$ cat config.mk
export PLATFORM = sky130hd
export DESIGN_NAME = fs_with_d38
export DESIGN_NICKNAME = d
export VERILOG_FILES = /design/src/rtl/fs_with_d38.sv
export SDC_FILE = /design/constraint.sdc
export NUM_CORES = 1
export LEC_CHECK = 0
export ABC_AREA = 1
export ABC_CLOCK_PERIOD_IN_PS = 1050
export BUFFER_PORTS_ARGS = -buffer_cell sky130_fd_sc_hd__buf_2
export CAP_MARGIN = 25
export CORE_AREA = 2 2 39 41
export CTS_CLUSTER_DIAMETER = 200
export DETAILED_ROUTE_END_ITERATION = 8
export DIE_AREA = 0 0 41 43
export PLACE_DENSITY = 0.51
export SYNTH_ARGS = -nofsm -noshare
export SYNTH_HDL_FRONTEND = slang
export SYNTH_SLANG_ARGS = --single-unit
$ cat constraint.sdc
create_clock -name clk -period 1.05 [get_ports clk]
set_clock_uncertainty 0.2 [all_clocks]
set_input_delay 0.2625 -clock clk [delete_from_list [all_inputs] [get_ports clk]]
set_output_delay 0.2625 -clock clk [all_outputs]
set_load 0.05 [all_outputs]
$ cat src/rtl/fs_with_d38.sv
// 1-bit full subtractor a - b - c built from a one-hot 3-to-8 decoder.
// Difference, borrow and the decoder word are registered on one clock.

module fs_with_d38_dec (
    input  logic [2:0] sel,
    output logic [7:0] d
);

    always_comb begin
        d = 8'h00;
        unique case (sel)
            3'd0: d = 8'h01;
            3'd1: d = 8'h02;
            3'd2: d = 8'h04;
            3'd3: d = 8'h08;
            3'd4: d = 8'h10;
            3'd5: d = 8'h20;
            3'd6: d = 8'h40;
            3'd7: d = 8'h80;
            default: d = 8'h00;
        endcase
    end

endmodule

module fs_with_d38 (
    input  logic       clk,
    input  logic       rst,
    input  logic       a,
    input  logic       b,
    input  logic       c,
    output logic       diff,
    output logic       borrow,
    output logic [7:0] dec_out
);

    logic [7:0] d;
    logic       diff_n;
    logic       borrow_n;

    fs_with_d38_dec u_dec (
        .sel ({a, b, c}),
        .d   (d)
    );

    // Minterm sums: odd-parity rows for diff, negative results for borrow
    assign diff_n   = d[1] | d[2] | d[4] | d[7];
    assign borrow_n = d[1] | d[2] | d[3] | d[7];

    always_ff @(posedge clk) begin
        if (rst) begin
            diff    <= 1'b0;
            borrow  <= 1'b0;
            dec_out <= 8'h00;
        end else begin
            diff    <= diff_n;
            borrow  <= borrow_n;
            dec_out <= d;
        end
    end

endmodule

==> metrics.md, run 1 <==
| Metric | Value |
|---|---|
| Final HPWL DP | `414 µm` |
| Worst-path maximum fanout | `1` |
| H-Tree Level Count | `1` |
| Core box area | `1380 µm²` |
| Delay-heaviest family, CP | `flip-flops` |
| Die Area | `1760 µm²` |
| Vias in the first global route | `192` |
| PortBufs | `14` |
| Finished Layout Cells | `70` |
| Overflow after GRT | `0` |
| Setup TNS | `-1.42 ns` |
| Wire per inst | `7.66 µm` |
| Required @ worst endpoint | `0.59 ns` |
| # Max-Cap Violations | `0` |
| Die Ht | `43 µm` |
| Fmax | `0.829 GHz` |
| # rows | `14` |
| Status | `finished, violations left` |
| I/O pin total | `15` |
| Layout cells sized above 1 | `~65%` |
| Final WS setup | `-0.156 ns` |
| Slew @ Worst Pin | `0.108 ns` |
| Post-synthesis sequential area ratio | `roughly two thirds` |
| Worst Hold Class | `in -> reg` |
| Top FF cell, synth | `dfxtp_1` |
| CTS tree | `built` |
| Detail Route Antenna Nets | `0` |
| Clk sink count | `10` |
| Syn Nets | `38` |
| Max-slew headroom | `92.8%` |
| Global-route wire length before repair | `779 µm` |
| Tot GR Track Use | `7.69%` |
| Pleak | `between 0.0002 and 0.0003 µW` |
| Final setup viols | `10` |
| Pwr Density | `1460 nW/µm²` |
| Initial antenna violation count | `0` |
| Asr flop ratio synth | `0%` |
| Minimum clock period after layout | `1.21 ns` |
| Startpoint types | `register` |
| Post-synth top area cell | `dfxtp_1` |
| Critical-path top delay cell | `dfxtp_2` |
| Fin. Hold Viols | `1` |
| Worst slack, placed | `-0.202 ns` |
| Post-synth top cells | `10 x dfxtp_1, 10 x nor2_1, 4 x nand2_1` |
| Largest net degree at the start of global routing | `6` |
| Vias per cell | `3.73` |
| Syn. warnings | `0` |
| ANT cells | `0` |
| DRT Wirelength | `536 µm` |
| Worst-path clk slew | `0.06 ns` |
| Fin crit share | `115%` |
| Post-synthesis cell count | `32` |
| Layout area overhead | `83.5%` |
| Hold Slack | `-0.0201 ns` |
| Yosys top cell area share | `65.8%` |
| Unrepaired setup endpoints after global routing | `true` |
| Sequential cell area | `around 210 µm²` |
| Detailed router's first-iteration violation count | `3` |
| Max VDD drop | `roughly 0.54 mV` |
| Layout Nets | `62` |
| Final Max Slew Viols | `0` |
| Initial Utilization | `around 22%` |
| CP Buf/Inv Count | `1` |
| DR pass1 iterations | `4` |
| Yosys reg bits | `10` |
| Num CTS Buffers | `3` |
| EDFF count, synth | `0` |
| Finished Cell Area | `~560 µm²` |
| Failing checks | `hold timing, setup timing` |
| Total number of vias | `261` |
| Yosys cell types | `7` |
| CTS root buf | `clkbuf_4` |
| Worst stage delay on the critical path | `0.34 ns` |
| Crit end category | `output port` |
| Area occupied by multi-input gates | `85.1 µm²` |
| Die span in x | `41 µm` |
| Mapped Area | `304 µm²` |
| Worst Setup Path Type | `reg -> out` |
| Syn Area/Cell | `between 9 and 10 µm²` |
| FILL cells | `135` |
| Cell Area, Placed | `about 420 µm²` |
| Dpl cells | `between 60 and 70` |
| Placer congestion estimate | `0.682` |
| Clock Tree Buf Depth | `2` |
| DRC Markers | `0` |
| Ranking of synthesized cells by area | `dfxtp_1 66%, nor2_1 12%, fa_1 6.6%, nand2_1 4.9%, nand2_2 4.1%` |
| CP Data Arrival Time | `0.74 ns` |
| Crit-path cells | `buf_8` |
-- placed cells by master (no fill, tap or decap), drive strengths merged --
cell,instances
buf,18
clkbuf,3
dfxtp,10
dlygate4sd3,1
fa,1
inv,5
nand2,6
nor2,10
-- layer usage --
| layer | global-route usage, % | up-vias | share of wire [%] |
|---|---|---|---|
| li1 | - | 136 | - |
| met1 | 8.58 | 112 | 40 |
| met2 | 9.06 | 11 | 51 |
| met3 | 1.57 | 2 | 6.3 |
| met4 | 12.0 | 0 | 3.0 |
| met5 | 0 | - | 0 |
-- path summary, 6_finish.rpt --
path	start	endpoint	slack, ns	cells after the start
min	rst	borrow	-0.02	2
max	diff	diff	-0.16	1
-- where the power goes --
group	leakage, µW	switching, µW	internal [µW]
Sequential	0.0000859	8.79	397
Combinational	0.000169	85.9	63.2
Clock	0.0000138	125	132
-- flip-flops by register name, summed over array words and instances (netlist names) --
signal,cells
diff,1
borrow,1
dec_out,8
-- stage by stage --
stage	power [µW]	util (%)
after CTS	803	38.2
after floorplan	485	-
after detailed placement	529	30.7
after global routing	839	40.3
after global placement	528	30.7
final	812	40.3
-- final cells by class --
cell class	instances	area share, %
flip-flops and latches	10	38.1
well taps	16	3.59
repair buffers	19	35.7
clock buffers	3	4.04
inverters	5	3.36
multi-input cells	17	15.2
-- logic make-up after synthesis --
kind of cell | Yosys count | synth area share (%)
adders and majority gates | 1 | 6.58
and+or+nand+nor | 16 | 21.4
buffers and inverters | 5 | 6.17
DFF | 10 | 65.8
-- what timing repair did --
item / in CTS / in global routing
buffers inserted: 0 / 0
endpoints found under the hold margin: 2 / 1
gates cloned: 0 / 0
gates resized for setup: 32 / 5
pin swaps: 0 / 0
setup endpoints to repair: 10 / 10
Note: power is estimated with default switching activity, not from simulation.
==> inputs of run 2 (changes only) <==
--- a/config.mk
+++ b/config.mk
@@ -13,7 +13,8 @@
 export CTS_CLUSTER_DIAMETER = 200
 export DETAILED_ROUTE_END_ITERATION = 8
 export DIE_AREA = 0 0 41 43
-export PLACE_DENSITY = 0.51
+export PLACE_DENSITY = 0.55
 export SYNTH_ARGS = -nofsm -noshare
 export SYNTH_HDL_FRONTEND = slang
+export SYNTH_HIERARCHICAL = 1
 export SYNTH_SLANG_ARGS = --single-unit
==> run 2 against run 1 <==
- the run ends with setup timing left
- core utilization is 1.4 points higher
- sequential share of layout area is 1.2 points lower
- via count grew 17%
- cell count up 16%
- critical path type unchanged
- critical endpoint unchanged
==> metrics.md, run 2 <==
| Metric | Value |
|---|---|
| Status | `finished, violations left` |
| Failing checks | `setup timing` |
| Post-synthesis cell count | `47 (+47%)` |
| Unrepaired setup endpoints after global routing | `true` |
| Asr flop ratio synth | `0% (unchanged)` |
| Layout cells sized above 1 | `46.2% (-19 points)` |
| Max VDD drop | `0.558 mV (+2.9%)` |
| Initial antenna violation count | `0 (unchanged)` |
| Worst slack, placed | `-0.0542 ns (+0.148 ns)` |
| Setup TNS | `-1.41 ns (+0.0185 ns)` |
| Syn Area/Cell | `7.43 µm² (-22%)` |
| Crit-path cells | `buf_6` |
| Switching Power | `220 µW (about the same)` |
| Total number of vias | `306 (+17%)` |
| Ranking of synthesized cells by area | `dfxtp_1 57%, nor2_1 20%, inv_1 11%, nand2_1 4.3%, buf_6 3.2%` |
| PortBufs | `14 (unchanged)` |
| Worst stage delay on the critical path | `0.32 ns (-0.02 ns)` |
| Post-CTS setup buffer count | `0 (unchanged)` |
| DRC Markers | `0 (unchanged)` |
| Layout area overhead | `65.2%` |
| Die Ht | `43 µm (unchanged)` |
| Global-route wire length before repair | `821 µm (+5.4%)` |
| Yosys top cell area share | `57.3% (-8.5 points)` |
| Switching Share | `25.0% (-2.0 points)` |
| Pwr Density | `1520 nW/µm² (+4.7%)` |
| Detail Route Antenna Nets | `0 (unchanged)` |
| Core box area | `1380 µm² (unchanged)` |
| I/O pin total | `15 (unchanged)` |
| Num CTS Buffers | `3 (unchanged)` |
| # Max-Cap Violations | `0 (unchanged)` |
| Top FF cell, synth | `dfxtp_1` |
| Synth Area in Compound Gates | `2.87% (+2.9 points)` |
| Yosys cell types | `7 (unchanged)` |
| Yosys reg bits | `10 (unchanged)` |
| DRT Wirelength | `575 µm (+7.3%)` |
| Placer congestion estimate | `0.786 (+15%)` |
| Commonest non-fill, non-tap cells in the layout | `19 x nor2_1, 10 x inv_1, 10 x dfxtp_2` |
| Detailed router's first-iteration violation count | `7 (+4)` |
| Largest net degree at the start of global routing | `11 (+5)` |
| Worst-path clk slew | `0.06 ns (about the same)` |
| CTS tree | `built` |
| Clk sink count | `10 (unchanged)` |
| Slew @ Worst Pin | `0.191 ns (+0.0825 ns)` |
| Initial Utilization | `25.2% (+3.3 points)` |
| Worst Setup Path Type | `reg -> out` |
| Adder-Cell Fraction of Synth Area | `0% (-6.6 points)` |
| Largest Register | `dec_out` |
| Final setup viols | `10 (unchanged)` |
| Critical-path top delay cell | `dfxtp_2` |
| Largest family of logic cells by synthesized area | `simple AND/OR/NAND/NOR gates` |
| Fin. Hold Viols | `0 (-1)` |
| Fmax | `0.836 GHz (+0.85%)` |
| Int Pwr | `659 µW (+11%)` |
| Pleak | `0.000274 µW (+1.9%)` |
| Largest registers | `dec_out: 8 flops, borrow: 1 flops, diff: 1 flops` |
| Synth Area in Simple Gates | `24.7% (+3.3 points)` |
| Area occupied by multi-input gates | `96.3 µm² (+13%)` |
| CP Data Arrival Time | `0.73 ns (about the same)` |
| Hold Slack | `0.0727 ns (+0.0928 ns)` |
| Die span in x | `41 µm (unchanged)` |
| Startpoint types | `register` |
| DR pass1 iterations | `4 (unchanged)` |
| CP Buf/Inv Count | `1 (unchanged)` |
| Worst Hold Class | `in -> reg` |
| Power, Total | `879 µW (+8.2%)` |
| Fin crit share | `114% (-0.97 points)` |
| Post-synth top cells | `19 x nor2_1, 10 x dfxtp_1, 10 x inv_1` |
| Commonest non-fill, non-tap cell in the layout | `nor2_1` |
| Mux cell area share after synthesis | `0% (unchanged)` |
| Final HPWL DP | `491 µm (+18%)` |
| PostCTS Resize Cnt | `31 (-3.1%)` |
| Seq pwr share | `45.9% (-4.1 points)` |
| H-Tree Level Count | `1 (unchanged)` |
| Mapped Area | `349 µm² (+15%)` |
| Final WS setup | `-0.146 ns (+0.0102 ns)` |
| Tot GR Track Use | `7.58% (-0.12 points)` |
| Post-synthesis sequential area ratio | `57.3% (-8.5 points)` |
| ANT cells | `0 (unchanged)` |
| Post-synth top area cell | `dfxtp_1` |
| Xor/xnor cell area share of the yosys netlist | `0% (unchanged)` |
| Clock Tree Buf Depth | `2 (unchanged)` |
| Minimum clock period after layout | `1.20 ns (-0.0102 ns)` |
| Comb pwr share | `15.7% (-2.7 points)` |
| Wire per inst | `7.10 µm (-7.3%)` |
| Die Area | `1760 µm² (unchanged)` |
| Max-slew headroom | `87.2% (-5.6 points)` |
| Syn Nets | `52 (+37%)` |
| Vias in the first global route | `245 (+28%)` |
| # rows | `14 (unchanged)` |
| Required @ worst endpoint | `0.59 ns (about the same)` |
| Syn. warnings | `6 (+6)` |
| Sequential cell area | `213 µm² (unchanged)` |
| Crit end category | `output port` |
| Worst-path maximum fanout | `1 (unchanged)` |
| Overflow after GRT | `0 (unchanged)` |
| Clock share of power | `38.4% (+6.7 points)` |
| Layout Nets | `71 (+15%)` |
| EDFF count, synth | `0 (unchanged)` |
| FILL cells | `143 (+5.9%)` |
| Most numerous cell in the Yosys netlist | `nor2_1` |
| Delay-heaviest family, CP | `flip-flops` |
| CTS root buf | `clkbuf_4` |
| Number of flip-flops in the largest register | `8 (unchanged)` |
| Vias per cell | `3.78 (+1.3%)` |
| Cts hold-fix bufs | `0` |
| Final Max Slew Viols | `0 (unchanged)` |
[run 2: final timing paths]
kind,start,endpoint,slack [ns],depth (start not counted)
max,diff,diff,-0.15,1
min,rst,dec_out[7],0.07,2
[run 2: layout make-up]
type                            count  area share, %
Inverter                           11           7.16
Tap cell                           16           3.47
Clock buffer                        4           6.29
Timing Repair Buffer               15           29.5
Sequential cell                    10           36.9
Multi-Input combinational cell     25           16.7
[run 2: kinds of logic (layout without fill, tap and decap cells)]
group | count (synthesis) | after routing
buffers and inverters | 12 | 30
flip-flops | 10 | 10
AND/OR/NAND/NOR | 23 | 23
AO/OA/AOI/OAI | 2 | 2
[run 2: power by group through the flow]
stage	Clock [µW]	Combinational, µW	Sequential (µW)
6_report	337	138	404
5_1_grt	360	148	404
4_1_cts	349	132	402
3_5_place_dp	0	115	405
3_3_place_gp	0	114	405
2_1_floorplan	0	35.6	455
[run 2: routing by layer]
metal  part of all wire, %  wire length (µm)  track usage, %
met4                   2.6                15            12.0
met5                     0                 0               0
met3                   5.2                30            1.57
met1                    44               251            8.20
met2                    48               277            9.06
[run 2: through the flow]
step / instances / instance area, µm² / util, %
floorplan: 47 / 349 / -
global placement: 77 / 435 / 31.5
detailed placement: 77 / 435 / 31.5
CTS: 81 / 551 / 39.8
global route: 81 / 577 / 41.7
finish: 81 / 577 / 41.7
==> inputs of run 3 (changes only) <==
--- a/config.mk
+++ b/config.mk
@@ -5,7 +5,6 @@
 export SDC_FILE = /design/constraint.sdc
 export NUM_CORES = 1
 export LEC_CHECK = 0
-export ABC_AREA = 1
 export ABC_CLOCK_PERIOD_IN_PS = 1050
 export BUFFER_PORTS_ARGS = -buffer_cell sky130_fd_sc_hd__buf_2
 export CAP_MARGIN = 25
@@ -13,7 +12,7 @@
 export CTS_CLUSTER_DIAMETER = 200
 export DETAILED_ROUTE_END_ITERATION = 8
 export DIE_AREA = 0 0 41 43
-export PLACE_DENSITY = 0.55
+export PLACE_DENSITY = 0.54
 export SYNTH_ARGS = -nofsm -noshare
 export SYNTH_HDL_FRONTEND = slang
 export SYNTH_HIERARCHICAL = 1
==> run 3 against run 2 <==
- the run still ends with setup timing left
- die area stayed put
- sequential power hardly changed
- sequential share of layout area is 0.40 points lower
- global-route usage is 1.3 points higher
- clock power is 28% lower
- worst setup slack better by 0.0055 ns
- combinational power is 7% higher
- count of clock-buffer cells in the layout is 1 lower
- sequential cell count stayed put
- largest cell class unchanged
==> metrics.md, run 3 <==
| Metric | Value |
|---|---|
| Status | `finished, violations left` |
| Failing checks | `setup timing` |
| Startpoint types | `register` |
| DR pass1 iterations | `4 (unchanged)` |
| Vias in the first global route | `270 (+10%)` |
| CTS root buf | `clkbuf_4` |
| Worst Setup Path Type | `reg -> out` |
| Core box area | `1380 µm² (unchanged)` |
| Clock Tree Buf Depth | `2 (unchanged)` |
| Post-CTS setup buffer count | `0 (unchanged)` |
| # Max-Cap Violations | `0 (unchanged)` |
| Vias per cell | `4.35 (+15%)` |
| Syn Nets | `35 (-33%)` |
| Fin. Hold Viols | `0 (unchanged)` |
| Max VDD drop | `0.392 mV (-30%)` |
| Post-synth top cells | `10 x dfxtp_1, 8 x nor2b_1, 3 x and3b_2, 3 x nor3b_1` |
| Mapped Area | `335 µm² (-3.9%)` |
| Initial Utilization | `24.2% (-0.99 points)` |
| Hold Slack | `0.0725 ns (-0.000220 ns)` |
| Hold path endpoint | `dec_out[7]` |
| Fin crit share | `113% (-0.53 points)` |
| CP Data Arrival Time | `0.73 ns (about the same)` |
| Layout Nets | `57 (-20%)` |
| Slew @ Worst Pin | `0.356 ns (+0.166 ns)` |
| Num CTS Buffers | `3 (unchanged)` |
| Power, Total | `794 µW (-9.7%)` |
| Detail Route Antenna Nets | `0 (unchanged)` |
| Setup TNS | `-1.32 ns (+0.0838 ns)` |
| Placer congestion estimate | `0.654 (-17%)` |
| Post-synth top area cell | `dfxtp_1` |
| ANT cells | `0 (unchanged)` |
| Final Max Slew Viols | `0 (unchanged)` |
| Syn. warnings | `6 (unchanged)` |
| Initial antenna violation count | `0 (unchanged)` |
| Number of flip-flops in the largest register | `8 (unchanged)` |
| Yosys cell types | `8 (+1)` |
| Crit end category | `output port` |
| EDFF count, synth | `0 (unchanged)` |
| Unrepaired setup endpoints after global routing | `true` |
| CP Buf/Inv Count | `1 (unchanged)` |
| Global-route wire length before repair | `1010 µm (+23%)` |
| Worst-path maximum fanout | `1 (unchanged)` |
| Beginning of the worst hold path | `rst` |
| PortBufs | `14 (unchanged)` |
| Yosys reg bits | `10 (unchanged)` |
| Most numerous cell in the Yosys netlist | `dfxtp_1` |
| Finished Layout Cells | `66 (-19%)` |
| Clk sink count | `10 (unchanged)` |
| Overflow after GRT | `0 (unchanged)` |
| Final setup viols | `10 (unchanged)` |
| Layout area overhead | `73.9%` |
| Layout cells sized above 1 | `68.0% (+22 points)` |
| DRC Markers | `0 (unchanged)` |
| Total number of vias | `287 (-6.2%)` |
| Critical-path top delay cell | `dfxtp_2` |
| Final WS setup | `-0.140 ns (+0.00554 ns)` |
| Worst stage delay on the critical path | `0.33 ns (about the same)` |
| WHS Path Cells | `2 (unchanged)` |
| Die span in x | `41 µm (unchanged)` |
| Crit-path cells | `buf_8` |
| Worst-path clk slew | `0.06 ns (about the same)` |
| # rows | `14 (unchanged)` |
| Yosys top cell area share | `59.7% (+2.4 points)` |
| Commonest non-fill, non-tap cells in the layout | `10 x dfxtp_2, 10 x buf_8, 8 x nor2b_1` |
| Pwr Density | `1360 nW/µm² (-11%)` |
| Wire per inst | `8.89 µm (+25%)` |
| Syn Area/Cell | `11.2 µm² (+50%)` |
| Top FF cell, synth | `dfxtp_1` |
| Fmax | `0.840 GHz (+0.47%)` |
| Post-synthesis sequential area ratio | `59.7% (+2.4 points)` |
| Minimum clock period after layout | `1.19 ns (-0.00554 ns)` |
| Asr flop ratio synth | `0% (unchanged)` |
| Post-synthesis cell count | `30 (-36%)` |
| Required @ worst endpoint | `0.59 ns (about the same)` |
| Dpl cells | `63 (-18%)` |
| Die Area | `1760 µm² (unchanged)` |
| FILL cells | `133 (-7.0%)` |
| Largest Register | `dec_out` |
| CTS tree | `built` |
| Worst Hold Class | `in -> reg` |
| DRT Wirelength | `587 µm (+2.1%)` |
| Tot GR Track Use | `8.89% (+1.3 points)` |
| Largest registers | `dec_out: 8 flops, borrow: 1 flops, diff: 1 flops` |
| Max-slew headroom | `76.2% (-11 points)` |
| Ranking of synthesized cells by area | `dfxtp_1 60%, nor2b_1 15%, and3b_2 9.0%, nor3b_1 6.7%, nor4_1 3.7%` |
| Pleak | `0.000257 µW (-6.4%)` |
| Detailed router's first-iteration violation count | `9 (+2)` |
| H-Tree Level Count | `1 (unchanged)` |
| Delay-heaviest family, CP | `flip-flops` |
| Largest net degree at the start of global routing | `11 (unchanged)` |
| I/O pin total | `15 (unchanged)` |
| Die Ht | `43 µm (unchanged)` |
==> run 3: cell types whose count changed after synthesis, sizes merged, moves of 3 or more <==
cell,change
nand2,-4
nor2,-17
inv,-11
nor2b,+8
nor3b,+3
and3b,+3
==> run 3: report_power, final <==
| group | internal, µW | total [µW] | switching [µW] | leakage (µW) |
|---|---|---|---|---|
| Combinational | 66.4 | 147 | 80.1 | 0.000157 |
| Clock | 131 | 243 | 111 | 0.0000138 |
| Sequential | 396 | 405 | 8.35 | 0.0000860 |
| Total | 594 | 794 | 200 | 0.000257 |
==> run 3: logic make-up after synthesis <==
kind of cell     share of synthesized area [%]
flip-flops                                59.7
AND/OR/NAND/NOR                           40.3
==> run 3: metal layers <==
metal / track usage (%) / part of all wire (%) / wire [µm] / vias to the layer above
li1: - / - / - / 143
met1: 9.84 / 36 / 213 / 128
met2: 11.6 / 51 / 297 / 12
met3: 3.14 / 7.7 / 45 / 4
met4: 10.0 / 5.3 / 31 / 0
met5: 0 / 0 / 0 / -
==> run 3: worst max path at each step <==
stage	endpoint	slack, ns	depth (start not counted)	start
after floorplan	borrow	0.0002	0	borrow
after global placement	borrow	-0.20	4	a
after detailed placement	borrow	-0.21	4	a
after CTS	diff	-0.15	1	diff
after global routing	dec_out[6]	-0.16	1	dec_out[6]
final	dec_out[6]	-0.14	1	dec_out[6]
==> run 3: repair_timing <==
action | in CTS | in global routing
pin swaps | 0 | 0
setup endpoints to repair | 10 | 10
hold buffers | 0 | 0
cloned | 0 | 0
gates resized for setup | 33 | 7
==> run 3: area by class of cell <==
cell class              count  area (µm²)  area share (%)
clock buffers               3        22.5            3.86
repair buffers             17         193            33.0
flip-flops and latches     10         213            36.5
well taps                  16        20.0            3.43
multi-input cells          20         135            23.2
==> run 3: through the flow <==
stage                     util [%]  setup WS [ns]  instance area, µm²
after global routing          42.1         -0.164                 583
after CTS                     40.2         -0.150                 557
after global placement        32.4         -0.203                 448
after floorplan                  -       0.000171                 335
after detailed placement      32.4         -0.213                 448
final                         42.1         -0.140                 583
